$ cat src/rtl/cla_adder_pipe_pkg.sv
// Shared types and lookahead helpers for the pipelined carry-lookahead adder.
package cla_pkg;

    localparam int unsigned GROUP_W_DEFAULT = 5;

    // Widest vector the lookahead helpers accept (bits per group or number of groups).
    localparam int unsigned CLA_MAX_N = 32;

    typedef struct packed {
        logic g;
        logic p;
    } gp_t;

    // Parallel carry vector: c[i+1] is the OR of every generate term at or below i,
    // each ANDed with the propagate terms above it, plus cin ANDed with all propagates.
    // Each carry is a flat sum-of-products; no carry feeds another.
    function automatic logic [CLA_MAX_N:0] cla_carries(
        input logic [CLA_MAX_N-1:0] g,
        input logic [CLA_MAX_N-1:0] p,
        input logic                 cin,
        input int unsigned          n
    );
        logic [CLA_MAX_N:0] c;
        logic               acc;
        logic               prod;
        c    = '0;
        c[0] = cin;
        for (int unsigned i = 0; i < n; i++) begin
            acc  = 1'b0;
            prod = 1'b1;
            for (int unsigned j = i + 1; j > 0; j--) begin
                acc  = acc | (g[j-1] & prod);
                prod = prod & p[j-1];
            end
            acc    = acc | (cin & prod);
            c[i+1] = acc;
        end
        return c;
    endfunction

    // Group generate: carry out of an n-bit block with zero carry in.
    function automatic logic cla_gen(
        input logic [CLA_MAX_N-1:0] g,
        input logic [CLA_MAX_N-1:0] p,
        input int unsigned          n
    );
        logic [CLA_MAX_N:0] c;
        c = cla_carries(g, p, 1'b0, n);
        return c[n];
    endfunction

endpackage

$ cat src/rtl/cla_adder_pipe_if.sv
// Operand/result handshake bundle for cla_adder_pipe.
interface cla_adder_pipe_if #(
    parameter int unsigned WIDTH = 20
) ();

    logic             in_valid_i;
    logic             in_ready_o;
    logic [WIDTH-1:0] a_i;
    logic [WIDTH-1:0] b_i;
    logic             sub_i;
    logic             cin_i;
    logic             out_valid_o;
    logic             out_ready_i;
    logic [WIDTH-1:0] sum_o;
    logic             cout_o;
    logic             ovf_o;

    // Upstream producer / downstream consumer side.
    modport master (
        output in_valid_i, a_i, b_i, sub_i, cin_i, out_ready_i,
        input  in_ready_o, out_valid_o, sum_o, cout_o, ovf_o
    );

    // Adder side.
    modport slave (
        input  in_valid_i, a_i, b_i, sub_i, cin_i, out_ready_i,
        output in_ready_o, out_valid_o, sum_o, cout_o, ovf_o
    );

endinterface

$ cat src/rtl/cla_adder_pipe_group.sv
// One lookahead group: in-group carries from the group carry-in, sum bits and
// the group generate/propagate terms. Purely combinational.
module cla_group
    import cla_pkg::*;
#(
    parameter int unsigned GROUP_W = GROUP_W_DEFAULT
) (
    input  logic [GROUP_W-1:0] p_i,
    input  logic [GROUP_W-1:0] g_i,
    input  logic               cin_i,
    output logic [GROUP_W-1:0] sum_o,
    output logic               gg_o,
    output logic               pg_o
);

    logic [GROUP_W-1:0] c;

    // Bit carries by lookahead from cin_i, then sum and group terms.
    always_comb begin
        c     = GROUP_W'(cla_carries(CLA_MAX_N'(g_i), CLA_MAX_N'(p_i), cin_i, GROUP_W));
        sum_o = p_i ^ c;
        gg_o  = cla_gen(CLA_MAX_N'(g_i), CLA_MAX_N'(p_i), GROUP_W);
        pg_o  = &p_i;
    end

endmodule

$ cat src/rtl/cla_adder_pipe.sv
// Two-stage pipelined carry-lookahead adder/subtractor with valid/ready flow control.
// Stage 1 registers bit and group generate/propagate terms; stage 2 resolves the
// group carries and sums into the output register.
module cla_adder_pipe
    import cla_pkg::*;
#(
    parameter int unsigned WIDTH   = 20,
    parameter int unsigned GROUP_W = GROUP_W_DEFAULT
) (
    input  logic            clk_i,
    input  logic            rst_ni,
    cla_adder_pipe_if.slave bus
);

    localparam int unsigned NUM_GROUPS = WIDTH / GROUP_W;

    if ((WIDTH % GROUP_W) != 0) begin : g_bad_width
        $error("cla_adder_pipe: WIDTH must be a multiple of GROUP_W");
    end
    if ((GROUP_W > CLA_MAX_N) || (NUM_GROUPS > CLA_MAX_N)) begin : g_bad_size
        $error("cla_adder_pipe: GROUP_W and NUM_GROUPS must not exceed CLA_MAX_N");
    end

    // Flow control
    logic s2_ready;
    logic in_ready;
    logic in_fire;
    logic s1_adv;

    // Stage 1
    logic [WIDTH-1:0]            b_eff;
    logic [WIDTH-1:0]            bit_g;
    logic [WIDTH-1:0]            bit_p;
    gp_t  [WIDTH-1:0]            s1_bits_d, s1_bits_q;
    gp_t  [NUM_GROUPS-1:0]       s1_grp_d, s1_grp_q;
    logic                        s1_c0_d, s1_c0_q;
    logic                        s1_valid_d, s1_valid_q;

    // Stage 2
    logic [WIDTH-1:0]            s1_g;
    logic [WIDTH-1:0]            s1_p;
    logic [NUM_GROUPS-1:0]       grp_g;
    logic [NUM_GROUPS-1:0]       grp_p;
    logic [NUM_GROUPS:0]         grp_c;
    logic [NUM_GROUPS-1:0]       chk_gg;
    logic [NUM_GROUPS-1:0]       chk_pg;
    logic [WIDTH-1:0]            sum_d, sum_q;
    logic                        cout_d, cout_q;
    logic                        ovf_d, ovf_q;
    logic                        out_valid_d, out_valid_q;

    assign s2_ready = !out_valid_q || bus.out_ready_i;
    assign in_ready = !s1_valid_q || s2_ready;
    assign in_fire  = bus.in_valid_i && in_ready;
    assign s1_adv   = s1_valid_q && s2_ready;

    assign bus.in_ready_o  = in_ready;
    assign bus.out_valid_o = out_valid_q;
    assign bus.sum_o       = sum_q;
    assign bus.cout_o      = cout_q;
    assign bus.ovf_o       = ovf_q;

    // Stage-1 operand conditioning and bit/group generate-propagate terms.
    always_comb begin
        s1_bits_d = '0;
        s1_grp_d  = '0;
        b_eff     = bus.sub_i ? ~bus.b_i : bus.b_i;
        bit_g     = bus.a_i & b_eff;
        bit_p     = bus.a_i ^ b_eff;
        s1_c0_d   = bus.sub_i ? 1'b1 : bus.cin_i;
        for (int unsigned i = 0; i < WIDTH; i++) begin
            s1_bits_d[i].g = bit_g[i];
            s1_bits_d[i].p = bit_p[i];
        end
        for (int unsigned k = 0; k < NUM_GROUPS; k++) begin
            s1_grp_d[k].g = cla_gen(CLA_MAX_N'(bit_g[k*GROUP_W +: GROUP_W]),
                                    CLA_MAX_N'(bit_p[k*GROUP_W +: GROUP_W]), GROUP_W);
            s1_grp_d[k].p = &bit_p[k*GROUP_W +: GROUP_W];
        end
    end

    // Stage-1 occupancy: a new beat wins over draining to the output register.
    always_comb begin
        s1_valid_d = s1_valid_q;
        if (in_fire) begin
            s1_valid_d = 1'b1;
        end else if (s1_adv) begin
            s1_valid_d = 1'b0;
        end
    end

    // Stage-1 pipeline register, loaded on each accepted operand beat.
    always_ff @(posedge clk_i or negedge rst_ni) begin
        if (!rst_ni) begin
            s1_valid_q <= 1'b0;
            s1_bits_q  <= '0;
            s1_grp_q   <= '0;
            s1_c0_q    <= 1'b0;
        end else begin
            s1_valid_q <= s1_valid_d;
            if (in_fire) begin
                s1_bits_q <= s1_bits_d;
                s1_grp_q  <= s1_grp_d;
                s1_c0_q   <= s1_c0_d;
            end
        end
    end

    // Stage-2 group carries resolved in parallel from the registered group terms.
    always_comb begin
        s1_g  = '0;
        s1_p  = '0;
        grp_g = '0;
        grp_p = '0;
        for (int unsigned i = 0; i < WIDTH; i++) begin
            s1_g[i] = s1_bits_q[i].g;
            s1_p[i] = s1_bits_q[i].p;
        end
        for (int unsigned k = 0; k < NUM_GROUPS; k++) begin
            grp_g[k] = s1_grp_q[k].g;
            grp_p[k] = s1_grp_q[k].p;
        end
        grp_c = (NUM_GROUPS+1)'(cla_carries(CLA_MAX_N'(grp_g), CLA_MAX_N'(grp_p),
                                            s1_c0_q, NUM_GROUPS));
    end

    for (genvar k = 0; k < NUM_GROUPS; k++) begin : g_grp
        cla_group #(
            .GROUP_W(GROUP_W)
        ) u_grp (
            .p_i   (s1_p[k*GROUP_W +: GROUP_W]),
            .g_i   (s1_g[k*GROUP_W +: GROUP_W]),
            .cin_i (grp_c[k]),
            .sum_o (sum_d[k*GROUP_W +: GROUP_W]),
            .gg_o  (chk_gg[k]),
            .pg_o  (chk_pg[k])
        );
    end

    // Carry out and overflow; the carry into the MSB is recovered as p ^ sum there.
    always_comb begin
        cout_d      = grp_c[NUM_GROUPS];
        ovf_d       = (s1_p[WIDTH-1] ^ sum_d[WIDTH-1]) ^ grp_c[NUM_GROUPS];
        out_valid_d = s2_ready ? s1_valid_q : out_valid_q;
    end

    // Output register: holds while stalled, otherwise takes whatever stage 1 offers.
    always_ff @(posedge clk_i or negedge rst_ni) begin
        if (!rst_ni) begin
            out_valid_q <= 1'b0;
            sum_q       <= '0;
            cout_q      <= 1'b0;
            ovf_q       <= 1'b0;
        end else begin
            out_valid_q <= out_valid_d;
            if (s1_adv) begin
                sum_q  <= sum_d;
                cout_q <= cout_d;
                ovf_q  <= ovf_d;
            end
        end
    end

    // Group terms recomputed from the registered bits must agree with the registered ones.
    a_group_terms: assert property (@(posedge clk_i) disable iff (!rst_ni)
        s1_valid_q |-> ((chk_gg == grp_g) && (chk_pg == grp_p)));

endmodule

$ cat src/flat_wrapper.sv
// flat-port wrapper written by rule: the top's interface ports become plain ports
module cla_adder_pipe_flat import cla_pkg::*;
#(
    parameter int unsigned WIDTH   = 20,
    parameter int unsigned GROUP_W = GROUP_W_DEFAULT
)
  (clk_i, rst_ni, bus_in_valid_i, bus_a_i, bus_b_i, bus_sub_i, bus_cin_i, bus_out_ready_i, bus_in_ready_o, bus_out_valid_o, bus_sum_o, bus_cout_o, bus_ovf_o);
  cla_adder_pipe_if #(.WIDTH(WIDTH)) bus_i ();
  input  logic clk_i;
  input  logic rst_ni;
  input wire logic [$bits(bus_i.in_valid_i)-1:0] bus_in_valid_i;
  input wire logic [$bits(bus_i.a_i)-1:0] bus_a_i;
  input wire logic [$bits(bus_i.b_i)-1:0] bus_b_i;
  input wire logic [$bits(bus_i.sub_i)-1:0] bus_sub_i;
  input wire logic [$bits(bus_i.cin_i)-1:0] bus_cin_i;
  input wire logic [$bits(bus_i.out_ready_i)-1:0] bus_out_ready_i;
  output wire logic [$bits(bus_i.in_ready_o)-1:0] bus_in_ready_o;
  output wire logic [$bits(bus_i.out_valid_o)-1:0] bus_out_valid_o;
  output wire logic [$bits(bus_i.sum_o)-1:0] bus_sum_o;
  output wire logic [$bits(bus_i.cout_o)-1:0] bus_cout_o;
  output wire logic [$bits(bus_i.ovf_o)-1:0] bus_ovf_o;
  assign bus_i.in_valid_i = bus_in_valid_i;
  assign bus_i.a_i = bus_a_i;
  assign bus_i.b_i = bus_b_i;
  assign bus_i.sub_i = bus_sub_i;
  assign bus_i.cin_i = bus_cin_i;
  assign bus_i.out_ready_i = bus_out_ready_i;
  assign bus_in_ready_o = bus_i.in_ready_o;
  assign bus_out_valid_o = bus_i.out_valid_o;
  assign bus_sum_o = bus_i.sum_o;
  assign bus_cout_o = bus_i.cout_o;
  assign bus_ovf_o = bus_i.ovf_o;
  cla_adder_pipe #(.WIDTH(WIDTH), .GROUP_W(GROUP_W)) u_core (.clk_i(clk_i), .rst_ni(rst_ni), .bus(bus_i));
endmodule
$ cat config.mk
export PLATFORM = sky130hd
export DESIGN_NAME = cla_adder_pipe_flat
export DESIGN_NICKNAME = d
export VERILOG_FILES = /design/src/rtl/cla_adder_pipe_pkg.sv /design/src/rtl/cla_adder_pipe_if.sv /design/src/rtl/cla_adder_pipe_group.sv /design/src/rtl/cla_adder_pipe.sv /design/src/flat_wrapper.sv
export SDC_FILE = /design/constraint.sdc
export NUM_CORES = 1
export LEC_CHECK = 0
export CAP_MARGIN = 10
export CORE_AREA = 2 2 98 100
export DETAILED_ROUTE_END_ITERATION = 8
export DIE_AREA = 0 0 100 102
export GPL_TIMING_DRIVEN = 1
export PLACE_DENSITY = 0.72
export SLEW_MARGIN = 20
export SYNTH_ARGS = -nofsm -noshare
export SYNTH_HDL_FRONTEND = slang
export SYNTH_SLANG_ARGS = --single-unit
$ cat constraint.sdc
create_clock -name clk_i -period 2.15 [get_ports clk_i]
set_input_delay 0.3225 -clock clk_i [delete_from_list [all_inputs] [get_ports clk_i]]
set_output_delay 0.3225 -clock clk_i [all_outputs]
set_load 0.01 [all_outputs]
==> metrics.md <==
| Metric | Value |
|---|---|
| Total Neg Setup Slack | 0 ns |
| Final setup viols | 0 |
| Core box area | 0.00911 mm2 |
| Antenna violations before repair | 0 |
| Status | complete, no violations |
| Max clock buf depth | 2 |
| Critical path, cell by cell | clkdlybuf4s50_1 > buf_12 > xor2_1 > ha_1 > a21o_1 > a21o_1 > a221oi_1 > o21ai_0 |
| GR Overflow Total | 0 |
| Worst path max stage delay | 0.51 ns |
| Max-slew headroom | 67.1% |
| Port Buffers | 69 |
| Most frequent cells in the layout | dfrtp_1, clkdlybuf4s50_1, nand2_1, mux2_2, xor2_1 |
| Vias in the first global route | 2663 |
| GRT Total Usage | 15.4% |
| Crit path launch type | primary input |
| Top post-synthesis cells by area | dfrtp_1, mux2_2, ha_1, xor2_1, nand2_1 |
| CTS tree | done |
| Synthesis-to-finish area growth | 31.3% |
| Num CTS Buffers | 9 |
| Net count, final | 480 |
| Area of the multi-input gates | 0.00180 mm2 |
| Final Hold Vio Count | 0 |
| Final core occ | 51.7% |
| First-pass GRT wire length | 12400 um |
| Most common library cell in the layout ignoring fill and taps | dfrtp_1 |
| Resized cells post-CTS | 0 |
| Pwr Total | 4.24 mW |
| P per Cell Area | 902 mW/mm2 |
| Syn Area/Cell | 11.1 um2 |
| CP max-delay cell | clkdlybuf4s50_1 |
| Post-synth EDFFs | 0 |
| Final cycle utilization of the critical path | 91.7% |
| Arr. time, crit path | 2.18 ns |
| Residual DRC | 0 |
| Leakage Power | 2.15 nW |
| WHS | 0.476 ns |
| Site Rows | 35 |
| Detailed-router iteration count before antenna repair | 4 |
| Area of the mapped netlist | 0.00358 mm2 |
| Clk_lat worst skew | 0.33 ns |
| Area after DPL | 0.00454 mm2 |
| Critical Path RT | 2.36 ns |
| Die Ht | 102 um |
| Layout cells sized above 1 | 17.6% |
| Worst-path clk slew | 0.07 ns |
| Design Area, Final | 0.00471 mm2 |
| # diodes | 0 |
| Clock Root Buffer | clkbuf_8 |
| Crit Path Category | in2reg |
| Crit-path most repeated cell | a21o_1 |
| WL/cell | 13.7 um |
| Max-Cap Viols | 0 |
| Post-synth cell types | 38 |
| Max FO, Critical Path | 19 |
| Largest net degree at the start of global routing | 55 |
| Sequential area share after synthesis | 48.2% |
| Via density | 5.01 |
| Syn_nets | 392 |
| Ys async rst share | 100% |
| Vias | 2637 |
| Worst min-delay path class | in2async |
| Max Fclk | 507 MHz |
| DP Wirelength | 5540 um |
| Max Slew Vio Count | 0 |
| Seq. cell area | 0.00173 mm2 |
| Yosys warns | 0 |
| Setup bufs post-CTS | 0 |
| Crit end category | flop |
| Yosys reg bits | 69 |
| FILL cells | 854 |
| H-tree level count | 3 |
| CTS Sinks | 69 |
| Routed wire length | 7220 um |
| I/O pin cnt | 70 |
| Effective utilization at floorplan | 39.4% |
| Gate Count Post-Synth | 322 |
| Clock skew | 0.00553 ns |
| Hold Buf Count CTS | 1 |
| Die width | 100 um |
| Post-synth top flop | dfrtp_1 |
| RSZ-0062 raised after global routing | false |
| VDD IR max | 342 uV |
| Pin slew with the least headroom to its limit | 0.493 ns |
| Gp weighted congestion | 0.813 |
| Top cell type's share of synthesized area | 48.2% |
| Post-route ant nets | 0 |
| DIE AREA | 0.0102 mm2 |
| Post-synth top area cell | dfrtp_1 |
| Min cycle time layout | 1.97 ns |
| Starting DRC count in detailed routing | 77 |
final timing paths:
path                       depth (start not counted)                    to                  from  slack (ns)
max                                                8       u_core.grp_g[1]             bus_sub_i        0.18
min                                                2  u_core.bus.sum_o[16]                rst_ni        0.48
max reg2reg                                        7  u_core.bus.sum_o[16]       u_core.grp_g[0]        0.47
min reg2reg                                        2  u_core.bus.sum_o[16]  u_core.bus.sum_o[16]        0.48
max in group asynchronous                          3   u_core.s1_bits_q[1]                rst_ni        1.05
min in group clk_i                                 2  u_core.bus.sum_o[16]  u_core.bus.sum_o[16]        0.48
final cells by class:
class | count | share of cell area [%]
sequential | 69 | 36.7
clock buffer | 12 | 2.87
multi-input combinational | 240 | 38.3
timing repair buffer | 88 | 18.5
tap | 111 | 2.95
clock inverter | 4 | 0.532
inverter | 2 | 0.160
routing by layer:
layer / GRT usage, % / up-vias / wire, um
met5: 0 / - / 0
met4: 6.43 / 0 / 84
met3: 2.80 / 7 / 257
met2: 26.7 / 59 / 3610
met1: 19.0 / 1250 / 3270
li1: - / 1321 / -
per-stage QoR:
step	instances	worst slack, ns
after floorplan	322	0.375
after global placement	509	-0.105
after detailed placement	509	-0.185
after CTS	526	0.174
after global routing	526	0.0221
final	526	0.178
cells by family (layout without fill, tap and decap cells):
kind of cell    after synthesis  after routing  synth area share (%)
compound gates               65             65                  12.0
buf+inv                      13            106                  1.57
mux                          36             36                  11.3
fa+ha+maj                    24             24                  8.38
xor+xnor                     32             32                  7.82
simple gates                 83             83                  10.8
flops                        69             69                  48.2
cell usage after synthesis (all sizes together) (2+ instances only):
master,count
a21o,13
a21oi,9
a221oi,4
and2,2
and4,4
buf,6
clkbuf,5
dfrtp,69
ha,24
inv,2
mux2,36
nand2,48
nand2b,5
nand3,3
nor2,12
nor3,3
o211ai,2
o21ai,26
xnor2,4
xor2,28
power by group:
part | switching, mW | leakage, nW | internal [mW]
Clock | 0.468 | 0.0764 | 0.416
Sequential | 0.254 | 0.846 | 1.63
Combinational | 0.621 | 1.23 | 0.850
Total | 1.34 | 2.15 | 2.90
critical path, delay by kind of cell:
family	cells	cell delay, ns
compound gates	4	0.73
xor+xnor	1	0.16
fa+ha+maj	1	0.27
buf+inv	2	0.70
sequential cells by signal, indices dropped and copies added (netlist names):
signal                  flops
u_core.bus.cout_o           1
u_core.bus.out_valid_o      1
u_core.bus.ovf_o            1
u_core.bus.sum_o           20
u_core.grp_g                4
u_core.grp_p                4
u_core.s1_bits_q           36
u_core.s1_c0_q              1
u_core.s1_valid_q           1
Power figures use the tool's default switching activity.
